<file path="config.mk">
export PLATFORM = sky130hd
export DESIGN_NAME = sim_ctrl
export DESIGN_NICKNAME = d
export VERILOG_FILES = /design/src/rtl/sim_ctrl.sv
export SDC_FILE = /design/constraint.sdc
export NUM_CORES = 1
export LEC_CHECK = 0
export CORE_AREA = 2 2 124 78
export DETAILED_ROUTE_END_ITERATION = 10
export DIE_AREA = 0 0 126 80
export HOLD_SLACK_MARGIN = 0.02
export PLACE_DENSITY = 0.8
export SLEW_MARGIN = 20
export SYNTH_ARGS = -nofsm -noshare
export SYNTH_HDL_FRONTEND = slang
export SYNTH_SLANG_ARGS = --single-unit
</file>
<file path="constraint.sdc">
create_clock -name clk -period 2.91 [get_ports clk]
set_input_delay 0.582 -clock clk [delete_from_list [all_inputs] [get_ports clk]]
set_output_delay 0.582 -clock clk [all_outputs]
set_load 0.02 [all_outputs]
</file>
<file path="src/rtl/sim_ctrl.sv">
// sim_ctrl: simulation run controller. Holds the core in reset after rst is
// released, then watches the tohost mailbox for a pass/fail report and
// raises a timeout if the test runs too long. All flags are sticky until rst.
// Optional feature macro: SIM_CTRL_INSTRET_EN (retired-instruction counter;
// each retirement also restarts the timeout window).
module sim_ctrl #(
  parameter int unsigned          ADDR_W         = 32,
  parameter int unsigned          DATA_W         = 32,
  parameter int unsigned          CNT_W          = 32,
  parameter int unsigned          RST_CYCLES     = 5,
  parameter int unsigned          TIMEOUT_CYCLES = 50000,
  parameter logic [ADDR_W-1:0]    TOHOST_ADDR    = ADDR_W'(32'h0000_1000)
) (
  input  logic              clk,
  input  logic              rst,
  input  logic              we_i,
  input  logic [ADDR_W-1:0] addr_i,
  input  logic [DATA_W-1:0] wdata_i,
  input  logic              retire_i,
  output logic              core_rst_o,
  output logic              halt_o,
  output logic              pass_o,
  output logic              fail_o,
  output logic              timeout_o,
  output logic [DATA_W-1:0] fail_code_o,
  output logic [CNT_W-1:0]  cycle_cnt_o,
  output logic [CNT_W-1:0]  instret_o
);

  // RST_CYCLES of 0 or 1 both give a single HOLD cycle.
  localparam int unsigned HOLD_W    = (RST_CYCLES > 1) ? $clog2(RST_CYCLES) : 1;
  localparam int unsigned HOLD_LAST = (RST_CYCLES > 1) ? RST_CYCLES - 1 : 0;

  typedef enum logic [2:0] {
    HOLD,
    RUN,
    PASS,
    FAIL,
    TIMEOUT
  } state_t;

  state_t              state_q;
  state_t              state_d;
  logic [HOLD_W-1:0]   hold_cnt_q;
  logic [CNT_W-1:0]    cycle_cnt_q;
  logic [DATA_W-1:0]   fail_code_q;
  logic                hold_done;
  logic                mbox_hit;
  logic                mbox_pass;
  logic                tmo_hit;

  assign hold_done = (hold_cnt_q == HOLD_W'(HOLD_LAST));
  assign mbox_hit  = we_i && (addr_i == TOHOST_ADDR) && (wdata_i != '0);
  assign mbox_pass = (wdata_i == DATA_W'(1));

`ifdef SIM_CTRL_INSTRET_EN
  logic [CNT_W-1:0] win_cnt_q;
  logic [CNT_W-1:0] instret_q;

  // A retirement on the final window cycle restarts the window instead of
  // timing out.
  assign tmo_hit   = (win_cnt_q == CNT_W'(TIMEOUT_CYCLES - 1)) && !retire_i;
  assign instret_o = instret_q;
`else
  logic unused_retire;

  assign unused_retire = retire_i;
  assign tmo_hit       = (cycle_cnt_q == CNT_W'(TIMEOUT_CYCLES - 1));
  assign instret_o     = '0;
`endif

  // State register
  always_ff @(posedge clk) begin
    if (rst) begin
      state_q <= HOLD;
    end else begin
      state_q <= state_d;
    end
  end

  // Next-state logic: a valid mailbox write outranks a same-cycle timeout
  always_comb begin
    state_d = state_q;
    case (state_q)
      HOLD: begin
        if (hold_done) state_d = RUN;
      end
      RUN: begin
        if (mbox_hit)     state_d = mbox_pass ? PASS : FAIL;
        else if (tmo_hit) state_d = TIMEOUT;
      end
      default: state_d = state_q;
    endcase
  end

  // Counters and fail-code latch; everything freezes outside HOLD/RUN
  always_ff @(posedge clk) begin
    if (rst) begin
      hold_cnt_q  <= '0;
      cycle_cnt_q <= '0;
      fail_code_q <= '0;
`ifdef SIM_CTRL_INSTRET_EN
      win_cnt_q   <= '0;
      instret_q   <= '0;
`endif
    end else begin
      case (state_q)
        HOLD: begin
          if (!hold_done) hold_cnt_q <= hold_cnt_q + HOLD_W'(1);
        end
        RUN: begin
          if (cycle_cnt_q != '1) cycle_cnt_q <= cycle_cnt_q + CNT_W'(1);
          if (mbox_hit && !mbox_pass) fail_code_q <= wdata_i >> 1;
`ifdef SIM_CTRL_INSTRET_EN
          if (retire_i) begin
            win_cnt_q <= '0;
            if (instret_q != '1) instret_q <= instret_q + CNT_W'(1);
          end else if (win_cnt_q != '1) begin
            win_cnt_q <= win_cnt_q + CNT_W'(1);
          end
`endif
        end
        default: ;
      endcase
    end
  end

  // Output decode from the registered state
  always_comb begin
    core_rst_o = 1'b0;
    pass_o     = 1'b0;
    fail_o     = 1'b0;
    timeout_o  = 1'b0;
    case (state_q)
      HOLD:    core_rst_o = 1'b1;
      PASS:    pass_o     = 1'b1;
      FAIL:    fail_o     = 1'b1;
      TIMEOUT: timeout_o  = 1'b1;
      default: ;
    endcase
    halt_o      = pass_o | fail_o | timeout_o;
    fail_code_o = fail_code_q;
    cycle_cnt_o = cycle_cnt_q;
  end

endmodule
</file>
==> metrics.md, run 1 <==
| Metric | Value |
|---|---|
| Run status | finished clean |
| DR iter-0 viols | 354 |
| Leak | 1.78 nW |
| Synth top cells by count | 69 x dfxtp_1, 58 x a21oi_1, 48 x o21ai_0 |
| Initial Util | 40.9% |
| Flop pwr share | 40.5% |
| IO Port Bufs | 134 |
| Worst hold path type | flop to flop |
| Nets | 649 |
| Antenna violations before repair | 0 |
| Post-Synthesis Cells | 452 |
| Post-DRT Antenna Nets | 0 |
| Setup bufs post-CTS | 0 |
| Final wirelength | 10900 um |
| First drt pass iteration count | 6 |
| Final Skew | 0.00791 ns |
| CTS clk-pin slew, worst paths | 0.05 ns |
| Syn avg cell area | 8.07 sq um |
| Area growth, synth to finish | 45.3% |
| Vias in the first global route | 3503 |
| Per-cell routed wire length | 15.6 um |
| Final RePlAce weighted congestion | 0.903 |
| Top post-synthesis cells by area | dfxtp_1 38%, a21oi_1 8.0%, buf_4 7.0%, o21ai_0 6.6%, nand3_1 5.6% |
| Root Buffer | clkbuf_16 |
| Core area | 0.00892 sq mm |
| Die area | 0.0101 sq mm |
| Post-Syn Area | 0.00365 sq mm |
| Hpwl dp | 8040 um |
| Share of cells above drive strength 1 | 6.69% |
| Relative slew slack | 51.4% |
| Worst setup EP type | output port |
| Max Clk Rate | 403 MHz |
| VDD IR-drop max | 0.288 mV |
| Post-CTS resize count | 0 |
| Clock Latency Late Sink | 0.33 ns |
| EDFF count, synth | 0 |
| Yosys top cell by area | dfxtp_1 |
| Syn. warnings | 0 |
| Tightest Pin Transition | 0.729 ns |
| Fin crit share | 85.4% |
| Count leader, synth | dfxtp_1 |
| Global-route usage over all layers | 21.2% |
| I/O pin count | 169 |
| Critical Path RT | 2.33 ns |
| Die Span Y | 80 um |
| Ys flop type | dfxtp_1 |
| ANT cells | 0 |
| WS Path Type | flop to output port |
| Period minus WS final | 2.48 ns |
| Ys async rst share | 0% |
| Synth Register Bits | 69 |
| Reg2Reg Setup Slack | 0.60 ns |
| Power share of the clock group | 48.4% |
| Clock Sinks | 69 |
| Internal cell power | 0.00187 W |
| Fin. Hold Viols | 0 |
| CTS Buffer Depth | 2 |
| # setup viols final | 0 |
| H-Tree Depth | 3 |
| CP arrival | 1.90 ns |
| PD cells | 457 mW/mm^2 |
| Worst-path fanout max | 8 |
| Largest net degree at the start of global routing | 41 |
| Sw Pwr | 0.000554 W |
| Startpoint types | flop |
| # DRC | 0 |
| Num rows | 27 |
| CTS tree | built |
| Comb power frac | 11.1% |
| Netlist cell types | 49 |
| Maxcap violations | 0 |
| Die width | 126 um |
| Via-to-Cell Ratio | 5.57 |
| Post-synth top area share | 37.9% |
| Gr ovfl total | 0 |
| Switch share | 22.8% |
| First-pass GRT wire length | 17300 um |
| Post-synthesis sequential area ratio | 37.9% |
| Final design utilization | 59.4% |
| Hold-fix buffers, CTS | 0 |
| Total CTS buffers | 9 |
| Setup TNS | 0 ns |
| Slew Viols, Final | 0 |
| Unrepaired setup endpoints after global routing | no |
| DR vias | 3896 |
==> layer usage <==
layer  up-vias  global-route usage [%]  wire length [um]
li1       1866                       -                 -
met1      1837                    28.9              4910
met2       185                    32.5              5010
met3         8                    6.23               918
met4         0                    6.59                85
met5         -                       0                 0
==> sequential cells by signal (all words and copies together) (netlist names) <==
name	count
state_q	3
cycle_cnt_o	32
hold_cnt_q	3
fail_code_o	31
==> power groups by stage <==
stage          registers [W]  clock network [W]  logic [W]
6_report            0.000983            0.00117   0.000269
5_1_grt             0.000985            0.00124   0.000291
4_1_cts             0.000982            0.00120   0.000268
3_5_place_dp         0.00100                  0   0.000265
3_3_place_gp         0.00100                  0   0.000256
2_1_floorplan        0.00100                  0   0.000169
==> worst paths after layout <==
kind	start	endpoint	cells after the start
min reg2reg	fail_code_o[19]$_SDFFE_PP0P_	fail_code_o[19]$_SDFFE_PP0P_	2
max	state_q[1]$_SDFFE_PP0P_	core_rst_o	3
max reg2reg	cycle_cnt_o[22]$_SDFFE_PP0P_	cycle_cnt_o[19]$_SDFFE_PP0P_	6
min	fail_code_o[19]$_SDFFE_PP0P_	fail_code_o[19]$_SDFFE_PP0P_	2
==> kinds of logic (layout without fill, tap and decap cells) <==
| family | count (synthesis) | after routing | share of synthesized area (%) |
|---|---|---|---|
| AO/OA/AOI/OAI | 123 | 123 | 18.2 |
| XOR/XNOR | 6 | 6 | 1.44 |
| adder cells (fa/ha/maj) | 3 | 3 | 1.03 |
| buffers and inverters | 69 | 168 | 10.8 |
| flip-flops | 69 | 69 | 37.9 |
| multiplexers | 6 | 6 | 1.75 |
| other | 1 | 33 | 0.103 |
| AND/OR/NAND/NOR | 175 | 175 | 28.8 |
==> through the flow <==
step / instances / hold slack, ns / setup slack (ns) / power [W] / area, sq um
after floorplan: 484 / 0.479 / 0.652 / 0.00117 / 3770
after global placement: 683 / 0.456 / 0.224 / 0.00126 / 4970
after detailed placement: 683 / 0.466 / 0.153 / 0.00127 / 4970
after CTS: 699 / 0.474 / 0.407 / 0.00245 / 5300
after global routing: 699 / 0.495 / 0.325 / 0.00252 / 5300
final: 699 / 0.469 / 0.426 / 0.00242 / 5300
==> cells in the final DEF (no fill, tap or decap), types with 3 or more instances in the layout <==
cell type	instances
o31ai_1	5
nand2_1	13
nor4_1	17
clkdlybuf4s50_1	133
conb_1	33
buf_4	9
a21oi_1	58
xnor2_1	4
nor3_1	11
and3_1	4
inv_1	8
ha_1	3
nor2b_1	5
nand3_1	41
dfxtp_1	69
o21ai_0	48
clkbuf_16	9
mux2i_1	3
nor2_1	18
and4_1	5
nand4_1	18
or4_1	4
or3_1	19
nor4b_1	3
==> area by class of cell <==
| cell class | instances | area, sq um |
|---|---|---|
| clock buffer | 11 | 243 |
| clock inverter | 5 | 83.8 |
| fill | 812 | 3620 |
| inverter | 8 | 30.0 |
| multi-input combinational | 346 | 1990 |
| sequential | 69 | 1380 |
| tap | 116 | 145 |
| timing repair buffer | 144 | 1420 |
==> critical path, stage by stage, from the launching register on <==
cell and delay [ns]:
dfxtp_1 0.37, or3_2 0.52, inv_1 0.08, clkdlybuf4s50_1 0.62
No activity file was read; power rests on OpenSTA's default activity.
==> run 2: changes to the inputs <==
--- a/config.mk
+++ b/config.mk
@@ -5,12 +5,13 @@
 export SDC_FILE = /design/constraint.sdc
 export NUM_CORES = 1
 export LEC_CHECK = 0
+export CAP_MARGIN = 20
 export CORE_AREA = 2 2 124 78
 export DETAILED_ROUTE_END_ITERATION = 10
 export DIE_AREA = 0 0 126 80
 export HOLD_SLACK_MARGIN = 0.02
-export PLACE_DENSITY = 0.8
-export SLEW_MARGIN = 20
+export PLACE_DENSITY = 0.82
+export SLEW_MARGIN = 25
 export SYNTH_ARGS = -nofsm -noshare
 export SYNTH_HDL_FRONTEND = slang
 export SYNTH_SLANG_ARGS = --single-unit
==> run 2 against run 1 <==
Net effect: sequential power is essentially flat; power shrank 0.92%; cell area is essentially flat; first-iteration DRC count grew 24%; worst hold slack gained 0.00065 ns; clock skew shrank 0.0042 ns; sequential share of layout area is essentially flat; die area is the same; register-to-register slack lost 0.04 ns; combinational power shrank 1%; routed wire length shrank 0.73%; critical endpoint unchanged; largest power group unchanged.
==> metrics.md, run 2 (synthesis gave the netlist of run 1 again) <==
| Metric | Value |
|---|---|
| Total CTS buffers | 9 |
| Worst-path fanout max | 8 |
| Via-to-Cell Ratio | 5.61 |
| Fin area | 0.00530 sq mm |
| ANT cells | 0 |
| Placed Area | 0.00499 sq mm |
| # setup viols final | 0 |
| WHS Path Cells | 2 |
| WS Path Type | flop to output port |
| Root Buffer | clkbuf_16 |
| Maxcap violations | 0 |
| Relative slew slack | 54.0% |
| Commonest non-fill, non-tap cell in the layout | clkdlybuf4s50_1 |
| Tightest Pin Transition | 0.691 ns |
| DR vias | 3931 |
| Per-cell routed wire length | 15.5 um |
| Vias in the first global route | 3593 |
| Clock Sinks | 69 |
| Critical Path RT | 2.33 ns |
| Period minus WS final | 2.49 ns |
| Hold-fix buffers, CTS | 0 |
| Unrepaired setup endpoints after global routing | no |
| Placed insts | 685 |
| Initial Util | 40.9% |
| Final design utilization | 59.5% |
| Final wirelength | 10800 um |
| Fin. Hold Viols | 0 |
| Antenna violations before repair | 0 |
| VDD IR-drop max | 0.429 mV |
| Max Clk Rate | 401 MHz |
| Die area | 0.0101 sq mm |
| Fin cells | 701 |
| Setup bufs post-CTS | 0 |
| Nets | 651 |
| Reg2reg path depth | 5 |
| CTS Buffer Depth | 2 |
| Area growth, synth to finish | 45.4% |
| Die Span Y | 80 um |
| Setup TNS | 0 ns |
| Post-CTS resize count | 0 |
| Post-DRT Antenna Nets | 0 |
| Gr ovfl total | 0 |
| Fin crit share | 85.6% |
| Share of cells above drive strength 1 | 7.01% |
| # DRC | 0 |
| PD cells | 453 mW/mm^2 |
| CP arrival | 1.91 ns |
| Slew Viols, Final | 0 |
| CTS tree | built |
| CTS clk-pin slew, worst paths | 0.05 ns |
| I/O pin count | 169 |
| Largest register FFs | 32 |
| First-pass GRT wire length | 17100 um |
| Worst hold path type | flop to flop |
| Run status | finished clean |
| First drt pass iteration count | 5 |
| Most frequent cells in the layout | 133 x clkdlybuf4s50_1, 69 x dfxtp_1, 58 x a21oi_1 |
| H-Tree Depth | 3 |
| IO Port Bufs | 134 |
| Num rows | 27 |
| Core area | 0.00892 sq mm |
| Global-route usage over all layers | 20.8% |
| Worst setup EP type | output port |
| Final RePlAce weighted congestion | 0.929 |
| Final Skew | 0.00375 ns |
| Leak | 1.79 nW |
| Hpwl dp | 8080 um |
| Largest net degree at the start of global routing | 38 |
| Startpoint types | flop |
| DR iter-0 viols | 439 |
| Total Power | 0.00240 W |
| Clock Latency Late Sink | 0.32 ns |
| Die width | 126 um |
-- run 2: cell count changes in the layout (fill, tap and decap cells not counted), sizes merged --
cell,change
clkinvlp,+1
clkbuf,-1
buf,+2
-- run 2: where the power goes --
| group | total, W | internal (W) | leakage [nW] | switching (W) |
|---|---|---|---|---|
| registers | 0.000983 | 0.000964 | 0.556 | 0.0000191 |
| logic | 0.000265 | 0.000132 | 1.09 | 0.000133 |
| clock network | 0.00115 | 0.000749 | 0.145 | 0.000405 |
| total | 0.00240 | 0.00184 | 1.79 | 0.000557 |
-- run 2: final timing paths --
kind / startpoint / to / slack [ns]
worst min-delay path: fail_code_o[17]$_SDFFE_PP0P_ / fail_code_o[17]$_SDFFE_PP0P_ / 0.47
worst min register to register: fail_code_o[17]$_SDFFE_PP0P_ / fail_code_o[17]$_SDFFE_PP0P_ / 0.47
worst max-delay path: state_q[1]$_SDFFE_PP0P_ / core_rst_o / 0.42
worst max register to register: cycle_cnt_o[7]$_SDFFE_PP0P_ / cycle_cnt_o[24]$_SDFFE_PP0P_ / 0.56
-- run 2: cell type report --
type	instances	area [sq um]
fill	814	3610
multi-input combinational	346	1990
timing repair buffer	146	1440
sequential	69	1380
clock buffer	10	229
tap	116	145
clock inverter	6	87.6
inverter	8	30.0
-- run 2: metrics by stage --
step                      hold WS (ns)  setup slack (ns)
after floorplan                  0.479             0.652
final                            0.469             0.418
after detailed placement         0.465             0.165
after CTS                        0.473             0.423
after global routing             0.480             0.359
after global placement           0.458             0.226
-- run 2: worst max-delay path, stage by stage, from the launching register on --
cell,delay (ns)
dfxtp_1,0.38
or3_2,0.52
inv_1,0.08
clkdlybuf4s50_1,0.61
-- run 2: routing by layer --
layer	global-route usage, %	wire length, um	vias to the layer above	share of wire (%)
li1	-	-	1876	-
met5	0	0	-	0
met4	6.04	106	0	0.98
met3	4.49	842	10	7.8
met1	26.8	4820	1887	44
met2	35.1	5080	158	47
==> run 3: changes to the inputs <==
==> constraint.sdc (replaced) <==
create_clock -name clk -period 2.91 [get_ports clk]
set_input_delay 0.4365 -clock clk [delete_from_list [all_inputs] [get_ports clk]]
set_output_delay 0.4365 -clock clk [all_outputs]
set_load 0.02 [all_outputs]
==> run 3 against run 2 <==
Net effect: critical path depth is 3 higher; critical path type is now flop to flop; global-route usage grew 0.69 points; largest cell class unchanged; cell count fell by 0.29%; combinational power barely moved; via count down 1.6%; sequential share of layout area grew 0.35 points.
==> metrics.md, run 3 (synthesis gave the netlist of run 1 again) <==
| Metric | Value |
|---|---|
| CP Cell Sequence | nand2_2 > or4_4 > nor4_4 > buf_4 > or4_1 > a21oi_1 |
| Die area | 0.0101 sq mm |
| Commonest non-fill, non-tap cell in the layout | clkdlybuf4s50_1 |
| Max Clk Rate | 399 MHz |
| Clock Latency Late Sink | 0.32 ns |
| Initial Util | 40.9% |
| Root Buffer | clkbuf_16 |
| Antenna violations before repair | 0 |
| Largest register FFs | 32 |
| Unrepaired setup endpoints after global routing | no |
| Post-DRT Antenna Nets | 0 |
| CP max stage delay | 0.61 ns |
| Sw Pwr | 0.000541 W |
| Num rows | 27 |
| Die Span Y | 80 um |
| Leak | 1.76 nW |
| CP arrival | 2.68 ns |
| H-Tree Depth | 3 |
| Largest net degree at the start of global routing | 39 |
| Startpoint types | flop |
| Via-to-Cell Ratio | 5.53 |
| Relative slew slack | 52.7% |
| Worst-path fanout max | 26 |
| Fin. Hold Viols | 0 |
| Crit-path slowest cell | or4_4 |
| IO Port Bufs | 134 |
| Fin crit share | 86.2% |
| Core area | 0.00892 sq mm |
| Area growth, synth to finish | 43.5% |
| Setup ws final | 0.402 ns |
| Switch share | 24.5% |
| # DRC | 0 |
| Run status | finished clean |
| DR vias | 3868 |
| Total CTS buffers | 9 |
| Vias in the first global route | 3545 |
| Slew Viols, Final | 0 |
| Dpl ws | 0.380 ns |
| PD cells | 422 mW/mm^2 |
| Hpwl dp | 8220 um |
| First drt pass iteration count | 5 |
| Setup bufs post-CTS | 0 |
| Most frequent cells in the layout | 133 x clkdlybuf4s50_1, 69 x dfxtp_1, 58 x a21oi_1 |
| Final design utilization | 58.7% |
| Tightest Pin Transition | 0.710 ns |
| # setup viols final | 0 |
| CTS clk-pin slew, worst paths | 0.06 ns |
| Final RePlAce weighted congestion | 0.937 |
| Hold-fix buffers, CTS | 0 |
| Worst Path Buf+Inv | 1 |
| Die width | 126 um |
| Power share of the clock group | 43.5% |
| Per-cell routed wire length | 15.8 um |
| Comb power frac | 12.0% |
| I/O pin count | 169 |
| Worst setup EP type | flop |
| ANT cells | 0 |
| Setup TNS | 0 ns |
| Nets | 649 |
| Worst hold path type | flop to flop |
| CTS tree | built |
| Fill cells | 801 |
| Internal cell power | 0.00167 W |
| Gr ovfl total | 0 |
| First-pass GRT wire length | 17700 um |
| Maxcap violations | 0 |
| Final wirelength | 11100 um |
| VDD IR-drop max | 0.337 mV |
| CP top delay family | simple AND/OR/NAND/NOR gates |
| Critical Path RT | 3.08 ns |
| Flop pwr share | 44.6% |
| Period minus WS final | 2.51 ns |
| CTS Buffer Depth | 2 |
| Clock Sinks | 69 |
| DR iter-0 viols | 377 |
| Post-CTS resize count | 0 |
| Global-route usage over all layers | 21.5% |
| Share of cells above drive strength 1 | 6.52% |
| WS Path Type | flop to flop |
| Final Skew | 0.00643 ns |
==> run 3: per-stage QoR <==
step	std cells	total power, W	hold slack, ns	cell area, sq um
4_1_cts	699	0.00222	0.472	5230
5_1_grt	699	0.00230	0.484	5230
3_5_place_dp	683	0.00127	0.464	4970
2_1_floorplan	484	0.00117	0.479	3770
6_report	699	0.00221	0.472	5230
3_3_place_gp	683	0.00126	0.458	4970
==> run 3: area by class of cell <==
class	instances	area, sq um	area share (%)
Timing Repair Buffer	144	1420	27.2
Tap cell	116	145	2.77
Inverter	8	30.0	0.574
Multi-Input combinational cell	346	1990	38.1
Sequential cell	69	1380	26.4
Clock inverter	5	27.5	0.526
Clock buffer	11	233	4.45
==> run 3: path summary, 6_finish.rpt <==
check                           slack, ns                           end                         start  depth (start not counted)
worst max-delay path                 0.40  cycle_cnt_o[21]$_SDFFE_PP0P_  cycle_cnt_o[19]$_SDFFE_PP0P_                          6
worst min-delay path                 0.47   fail_code_o[3]$_SDFFE_PP0P_   fail_code_o[3]$_SDFFE_PP0P_                          2
worst max register to register       0.40  cycle_cnt_o[21]$_SDFFE_PP0P_  cycle_cnt_o[19]$_SDFFE_PP0P_                          6
worst min register to register       0.47   fail_code_o[3]$_SDFFE_PP0P_   fail_code_o[3]$_SDFFE_PP0P_                          2
==> run 3: power by group through the flow <==
stage / registers (W) / clock network (W) / logic [W]
2_1_floorplan: 0.00100 / 0 / 0.000169
3_3_place_gp: 0.00100 / 0 / 0.000256
3_5_place_dp: 0.00100 / 0 / 0.000263
4_1_cts: 0.000984 / 0.000977 / 0.000264
5_1_grt: 0.000986 / 0.00102 / 0.000289
6_report: 0.000984 / 0.000959 / 0.000264
==> run 3: tightest hold or removal path, delay by kind of cell, from the launching register on <==
family	cells	cell delay, ns
DFF	1	0.30
AOI/OAI and AO/OA	2	0.12
==> run 3: per-layer routing <==
layer,vias to the layer above,global-route usage [%],share of wire (%)
li1,1862,-,-
met1,1824,28.1,44
met2,167,34.9,47
met3,15,5.90,7.6
met4,0,6.04,1.3
met5,-,0,0
